===== config.mk =====
export PLATFORM = sky130hd
export DESIGN_NAME = reg_bank_sb
export DESIGN_NICKNAME = d
export VERILOG_FILES = /design/src/rtl/rv_pkg.sv /design/src/rtl/sb_tracker.sv /design/src/rtl/reg_bank_sb.sv
export SDC_FILE = /design/constraint.sdc
export NUM_CORES = 2
export LEC_CHECK = 0
export ABC_AREA = 1
export ABC_CLOCK_PERIOD_IN_PS = 44500
export CAP_MARGIN = 20
export CORE_MARGIN = 2
export CORE_UTILIZATION = 27
export DETAILED_ROUTE_END_ITERATION = 6
export PLACE_DENSITY = 0.53
export SLEW_MARGIN = 10
export SYNTH_ARGS = -nofsm -noshare
export SYNTH_HDL_FRONTEND = slang
export SYNTH_SLANG_ARGS = --single-unit
export TNS_END_PERCENT = 50

===== constraint.sdc =====
create_clock -name clk -period 44.5 [get_ports clk]
set_input_delay 4.45 -clock clk [delete_from_list [all_inputs] [get_ports clk]]
set_output_delay 4.45 -clock clk [all_outputs]
set_load 0.02 [all_outputs]

===== src/rtl/rv_pkg.sv =====
// rtl/rv_pkg.sv - shared core constants and flattened-port slice helpers
package rv_pkg;

   localparam int XLEN     = 32;
   localparam int NREGS    = 32;
   localparam int REG_ZERO = 0;

   // Low bit of lane idx in a flattened bus of lanes w bits wide.
   function automatic int slice_lo(input int idx, input int w);
      return idx * w;
   endfunction

   // High bit of lane idx in a flattened bus of lanes w bits wide.
   function automatic int slice_hi(input int idx, input int w);
      return (idx * w) + w - 1;
   endfunction

endpackage


===== src/rtl/sb_tracker.sv =====
// rtl/sb_tracker.sv - busy-bit scoreboard with incremental pending count
module sb_tracker
   import rv_pkg::*;
#(
   parameter int NREGS  = rv_pkg::NREGS,
   parameter int NUM_RD = 2,
   localparam int AW    = $clog2(NREGS),
   localparam int CW    = $clog2(NREGS + 1)
) (
   input  logic                 clk,
   input  logic                 reset,
   input  logic [NUM_RD*AW-1:0] rd_addr,
   input  logic                 we,
   input  logic [AW-1:0]        wr_addr,
   input  logic                 mark_en,
   input  logic [AW-1:0]        mark_addr,
   input  logic                 flush,
   output logic [NUM_RD-1:0]    rd_busy,
   output logic [CW-1:0]        pending_cnt,
   output logic                 any_busy
);

   logic [NREGS-1:0] busy;
   logic [NREGS-1:0] busy_nxt;
   logic [CW-1:0]    cnt_nxt;
   logic             wr_hit;
   logic             mk_hit;
   logic             inc;
   logic             dec;

   // Next busy vector and count: flush beats everything, a mark beats a same-address write.
   always_comb begin
      busy_nxt = busy;
      cnt_nxt  = pending_cnt;
      wr_hit   = we && (wr_addr != AW'(REG_ZERO));
      mk_hit   = mark_en && (mark_addr != AW'(REG_ZERO));
      inc      = mk_hit && !busy[mark_addr];
      dec      = wr_hit && busy[wr_addr] && !(mk_hit && (mark_addr == wr_addr));
      if (flush) begin
         busy_nxt = '0;
         cnt_nxt  = '0;
      end else begin
         if (wr_hit) busy_nxt[wr_addr] = 1'b0;
         if (mk_hit) busy_nxt[mark_addr] = 1'b1;
         if (inc && !dec)      cnt_nxt = pending_cnt + CW'(1);
         else if (dec && !inc) cnt_nxt = pending_cnt - CW'(1);
      end
   end

   // Scoreboard state register.
   always_ff @(posedge clk or posedge reset) begin
      if (reset) begin
         busy        <= '0;
         pending_cnt <= '0;
      end else begin
         busy        <= busy_nxt;
         pending_cnt <= cnt_nxt;
      end
   end

   // A register being written this cycle is not busy: its data is bypassed.
   always_comb begin
      rd_busy = '0;
      for (int i = 0; i < NUM_RD; i++) begin
         rd_busy[i] = busy[rd_addr[i*AW +: AW]]
                      && (rd_addr[i*AW +: AW] != AW'(REG_ZERO))
                      && !(we && (wr_addr == rd_addr[i*AW +: AW]));
      end
   end

   assign any_busy = (pending_cnt != '0);

endmodule


===== src/rtl/reg_bank_sb.sv =====
// rtl/reg_bank_sb.sv - register bank with write bypass and busy-bit scoreboard
module reg_bank_sb
   import rv_pkg::*;
#(
   parameter int XLEN   = rv_pkg::XLEN,
   parameter int NREGS  = rv_pkg::NREGS,
   parameter int NUM_RD = 2,
   localparam int AW    = $clog2(NREGS),
   localparam int CW    = $clog2(NREGS + 1)
) (
   input  logic                   clk,
   input  logic                   reset,
   input  logic [NUM_RD*AW-1:0]   rd_addr,
   output logic [NUM_RD*XLEN-1:0] rd_data,
   output logic [NUM_RD-1:0]      rd_busy,
   input  logic                   we,
   input  logic [AW-1:0]          wr_addr,
   input  logic [XLEN-1:0]        wr_data,
   input  logic                   mark_en,
   input  logic [AW-1:0]          mark_addr,
   input  logic                   flush,
   output logic [CW-1:0]          pending_cnt,
   output logic                   any_busy
);

   logic [XLEN-1:0] regs [NREGS];
   logic [AW-1:0]   ra;

   // Data array write; x0 is never written so it stays zero.
   always_ff @(posedge clk or posedge reset) begin
      if (reset) begin
         for (int r = 0; r < NREGS; r++) regs[r] <= '0;
      end else if (we && (wr_addr != AW'(REG_ZERO))) begin
         regs[wr_addr] <= wr_data;
      end
   end

   // Read muxes: x0 reads zero, then same-cycle write bypass, then the array; forced to zero in reset.
   always_comb begin
      rd_data = '0;
      ra      = '0;
      for (int i = 0; i < NUM_RD; i++) begin
         ra = rd_addr[i*AW +: AW];
         if (reset || (ra == AW'(REG_ZERO)))
            rd_data[i*XLEN +: XLEN] = '0;
         else if (we && (wr_addr == ra))
            rd_data[i*XLEN +: XLEN] = wr_data;
         else
            rd_data[i*XLEN +: XLEN] = regs[ra];
      end
   end

   sb_tracker #(
      .NREGS  (NREGS),
      .NUM_RD (NUM_RD)
   ) u_sb (
      .clk         (clk),
      .reset       (reset),
      .rd_addr     (rd_addr),
      .we          (we),
      .wr_addr     (wr_addr),
      .mark_en     (mark_en),
      .mark_addr   (mark_addr),
      .flush       (flush),
      .rd_busy     (rd_busy),
      .pending_cnt (pending_cnt),
      .any_busy    (any_busy)
   );

endmodule


* Word-level counts from Yosys, hierarchy flattened
Index checks and enable logic that the tools add are counted.
Word-level totals: bits in registers 1062, bits of input ports 57, output and inout port bits 73, logic and storage cells 120
Operators by class: $add $sub $neg 2, $lt $le $gt $ge 10, equal/unequal tests 3, mux-type cells 32, bitwise logic cells 6, reduce and logical (&&, ||, !) cells 33
Operator list (number):
- bitwise mux 1024 bit | 1
- 2-to-1 mux 32 bit | 13
- binary-select mux 32 bit (select 5 bit) | 2
- demux 32 bit (select 5 bit) | 1
- bitwise AND 32 bit | 1
- NOT 32 bit | 1
- OR 32 bit | 1
- less-than comparator 5 x 6 -> 1 bit, second input constant | 4
- binary-select mux 1 bit (select 5 bit) | 4
- nonzero test 5 bit | 4
- >= comparator 6 bit, second input constant | 3
- 2-to-1 mux 6 bit | 3
- NOT 5 -> 6 bit | 3
- logical AND 1 bit | 17
- == test 5 bit | 3
- demux 1 bit (select 5 bit) | 2
- >= comparator 5 x 1 -> 1 bit, second input constant | 2
- logical NOT 5 bit | 2
- adder 6 x 1 -> 6 bit, second input constant | 1
- logical NOT 1 bit | 6
- less-than comparator 6 x 1 -> 1 bit, second input constant | 1
- 2-to-1 mux 1 bit | 6
- nonzero test 6 bit | 1
- subtractor 6 x 1 -> 6 bit, second input constant | 1
- other kinds (2) | 3

* Longest topological paths before layout
word-level depth 11, gate-level depth with buffers 24, depth with buffers taken out 22

* Cells and area by module
Synthesis repeated with hierarchy kept, for this count alone.
Second synthesis, totals: cell total of the unflattened synthesis 9786, area, all modules 62891.6 µm²
By module, submodules not included:
- reg_bank_sb | instances 1, cells each 9188, area an instance 59341.9 µm²
- sb_tracker | instances 1, cells each 598, area an instance 3549.7 µm²

* Worst setup path before layout
Ideal clock, no wire load.
kind input port to output port, from input reset, to output rd_data[46], data arrival time 29.654 ns, slack 10.396 ns, stages 4, cells stage by stage inv_1 > nand2_1 > clkbuf_1 > a211oi_1
On the way: longest elaborated chain between the ends 2
Ends and longest elaborated chain:
- start, declared | RTL line reg_bank_sb.sv:12 | input logic reset,
- logical OR 1 bit | RTL line reg_bank_sb.sv:44 | if (reset || (ra == AW'(REG_ZERO)))
- 2-to-1 mux 32 bit | RTL line reg_bank_sb.sv:44
- end, declared | RTL line reg_bank_sb.sv:14 | output logic [NUM_RD*XLEN-1:0] rd_data,
Every way passes these cells.

* Final worst setup path
from input rd_addr[0], to output rd_data[21]
On the way: longest elaborated chain between the ends 6
Ends and longest elaborated chain:
- start, declared | RTL line reg_bank_sb.sv:13 | input logic [NUM_RD*AW-1:0] rd_addr,
- NOT 5 -> 6 bit (implied by the code) | RTL line reg_bank_sb.sv:49 | rd_data[i*XLEN +: XLEN] = regs[ra];
- binary-select mux 32 bit (select 5 bit) | RTL line reg_bank_sb.sv:49
- 2-to-1 mux 32 bit (implied by the code) (2 in series) | RTL line reg_bank_sb.sv:49
- 2-to-1 mux 32 bit | RTL line reg_bank_sb.sv:46 | else if (we && (wr_addr == ra))
- 2-to-1 mux 32 bit * | RTL line reg_bank_sb.sv:44
Every way passes the cells marked *; elsewhere a longest branch is shown, timed or not. The select of a mux whose other input is x is not followed.

==> flow_summary.yaml <==
setup_path:
  required_ns: 40.05
  cp-end-kind: "output port"
  timing.rr.start: "u_sb.busy[31]$_DFF_PP0_"
  crit_fanout: 114
  setup.worst_path.class: "input port to output port"
  cp-startpoint: "rd_addr[0]"
  crit_arrival_ns: 9.44
  worstSetupStartpointType: "input port"
sta:
  fin_crit_sh: 0.312
  holdWs_ns: 0.394
  setup_viol: 0
  tightestPinTransition_ns: 1.20
  period_needed_ns: 13.89
  maxSlewHeadroom: 0.203
  fin_skew_ns: 0.0148
  finalSetupTns_ns: 0
  hold_viol_final: 0
  drv_slew: 0
  fmax_mhz: 72.0
  worst_slack_ns: 30.61
  rsz0062_at_grt: "false"
layout:
  drive_above_1_share: 0.0538
  area_delta_synth_final_pct: 11.9
  final_core_util: 0.304
  stdcell_count: 10600
  final_nets: 7733
  nFillCells: 23100
  regArea_sq_mm: 0.0266
  multi_input_area_sq_mm: 0.0273
synthesis:
  ys_seq_area_frac: 0.449
  synth_flop_cell: "dfrtp_1"
  netlist_area_sq_mm: 0.0592
  synth_area_leaders: "dfrtp_1 45%, o21ai_0 16%, nand2_1 9.7%"
  yosys_warnings: 0
  synth_cell_types: 40
  syn_inst: 8101
  async_reset_ff_frac: 1.00
  ys_ff_latch: 1062
  synth_edf_count: 0
  avgSynthCellArea_sq_um: 7.30
  synth_top_cell_by_area: "dfrtp_1"
  synth_nets: 8163
  synth_top_area_frac: 0.449
global_route:
  grt_pass1_wl_um: 381000
  grt-ovfl-total: 0
  grt_max_degree: 187
  antenna_found_initial: 14
  grt_pass1_vias: 55200
  grtUsageTotal: 0.226
placed_design:
  placedCellCount: 10400
  place_hpwl_um: 143000
  portBuffers: 129
  place_ws_ns: 30.80
  place_congestion: 0.885
floorplan:
  ios: 130
  dieArea_sq_mm: 0.223
  fp-row-count: 171
  die_h_um: 472
  initial_core_util: 0.272
  coreArea_sq_mm: 0.218
  die_x_um: 472
detailed_routing:
  wl_per_cell_um: 24.2
  vias: 58600
  drt-pass1-iter-count: 7
  drt-total-wl_um: 258000
  drc: 3
  drt_iter0_drc: 8180
  final_antenna_net_count: 0
  vias_per_cell: 5.51
hold_path:
  hold_class: "flip-flop to flip-flop"
  hp-start: "regs[1021]$_DFFE_PP0P_"
clock_tree:
  cts_setup_buffers: 0
  cts_max_level: 3
  clkTransAtPathRegs_ns: 0.06
  cts_tree: "done"
  ctsRootBufferMaster: "clkbuf_16"
  clock-sinks: 1062
  cts_resized: 0
  cts_buffers: 118
  cts_buffer_depth: 3
  cts_hold_buf: 0
  clk_latency_ns: 0.76
status:
  status: "finished with violations"
  violations: "DRC"
power_and_ir_drop:
  pwr_density_cell_mw_per_mm2: 43.3
  p_leak_nw: 28.3
  ir_drop_mv: 0.0329
run:
  drv_cap: 0
[registers in the layout (all words and copies together) (netlist names)]
name,flops
regs,1024
u_sb.busy,32
u_sb.pending_cnt,6
[path summary, 6_finish.rpt]
kind	slack, ns	cells past startpoint	endpoint
max	30.61	11	rd_data[21]
min	0.39	0	regs[1021]$_DFFE_PP0P_
max reg2reg	41.64	21	u_sb.pending_cnt[5]$_DFFE_PP0P_
min reg2reg	0.39	0	regs[1021]$_DFFE_PP0P_
max in group asynchronous	37.53	5	u_sb.pending_cnt[0]$_DFFE_PP0P_
min in group asynchronous	4.20	2	regs[880]$_DFFE_PP0P_
[report_power, final]
part / internal, mW / total [mW] / switching (mW) / leakage [nW]
clock: 0.596 / 1.04 / 0.443 / 1.99
sequential: 1.15 / 1.26 / 0.107 / 13.3
combinational: 0.190 / 0.570 / 0.380 / 13.0
total: 1.94 / 2.87 / 0.930 / 28.3
[layout make-up]
type | instances | share of cell area
multi-input cells | 5622 | 0.412
flip-flops and latches | 1062 | 0.401
well taps | 2854 | 0.0539
clock buffers | 172 | 0.0522
repair buffers | 260 | 0.0370
inverters | 607 | 0.0351
clock inverters | 49 | 0.00843
diodes | 7 | 0.000264
[cell usage after synthesis (all sizes together), types with 6 or more instances]
library cell	instances
o2111ai	32
nor3	17
nor2	283
a21oi	815
inv	604
clkbuf	582
buf	228
a31oi	11
o221ai	16
nand2	1528
dfrtp	1062
nand3	629
o22ai	6
o211ai	292
a211oi	25
o21ai	1949
[per-stage QoR]
| step | area, sq um | power [mW] |
|---|---|---|
| 2_1_floorplan | 59200 | 1.65 |
| 3_3_place_gp | 62100 | 1.82 |
| 3_5_place_dp | 62100 | 1.83 |
| 4_1_cts | 66200 | 2.87 |
| 5_1_grt | 66200 | 3.02 |
| 6_report | 66200 | 2.87 |
[cell usage in the layout (no fill, tap or decap), types with 4 or more instances in the layout]
cell type / synthesis / final
o221ai_1: 16 / 16
a211oi_1: 25 / 24
nand2_4: 1 / 17
o2111ai_1: 32 / 32
diode_2: 0 / 7
nor3_2: 7 / 7
nand2_1: 1527 / 1509
clkdlybuf4s50_1: 0 / 119
inv_1: 585 / 576
o21ai_0: 1926 / 1926
nor2_2: 12 / 5
bufinv_16: 0 / 10
nor2_1: 269 / 263
clkinvlp_4: 0 / 5
clkbuf_1: 582 / 26
inv_4: 2 / 4
xor2_1: 4 / 4
o211ai_1: 292 / 292
clkbuf_8: 0 / 26
buf_12: 0 / 10
o22ai_1: 6 / 6
inv_2: 17 / 19
inv_8: 0 / 4
o21ai_1: 23 / 23
clkbuf_16: 0 / 120
inv_6: 0 / 5
nor2_4: 2 / 15
buf_8: 0 / 4
clkinv_2: 0 / 30
ha_1: 4 / 4
buf_4: 5 / 123
dfrtp_1: 1062 / 1062
nor3_1: 10 / 10
a21oi_1: 814 / 814
a31oi_1: 11 / 11
nand3_1: 628 / 627
[cells by family after synthesis]
logic type	share of synthesized area
fa+ha+maj	0.00118
simple gates	0.172
compound gates	0.284
buf+inv	0.0936
xor+xnor	0.000740
flops	0.449
[metal layers]
metal	up-vias	global-route usage	routed length, um
met5	-	0	54
met4	8	0.130	16300
met3	649	0.0352	22400
met2	3158	0.349	112000
met1	28200	0.298	107000
li1	26600	-	-
[critical path: stages]
cell,delay (ns)
buf_8,0.37
buf_4,0.53
buf_4,0.66
buf_4,0.90
o21ai_0,0.23
nand3_1,0.12
o21ai_0,0.16
a21oi_1,0.16
o211ai_1,0.10
a21oi_1,0.66
clkdlybuf4s50_1,0.81
Note: power is estimated with default switching activity, not from simulation.
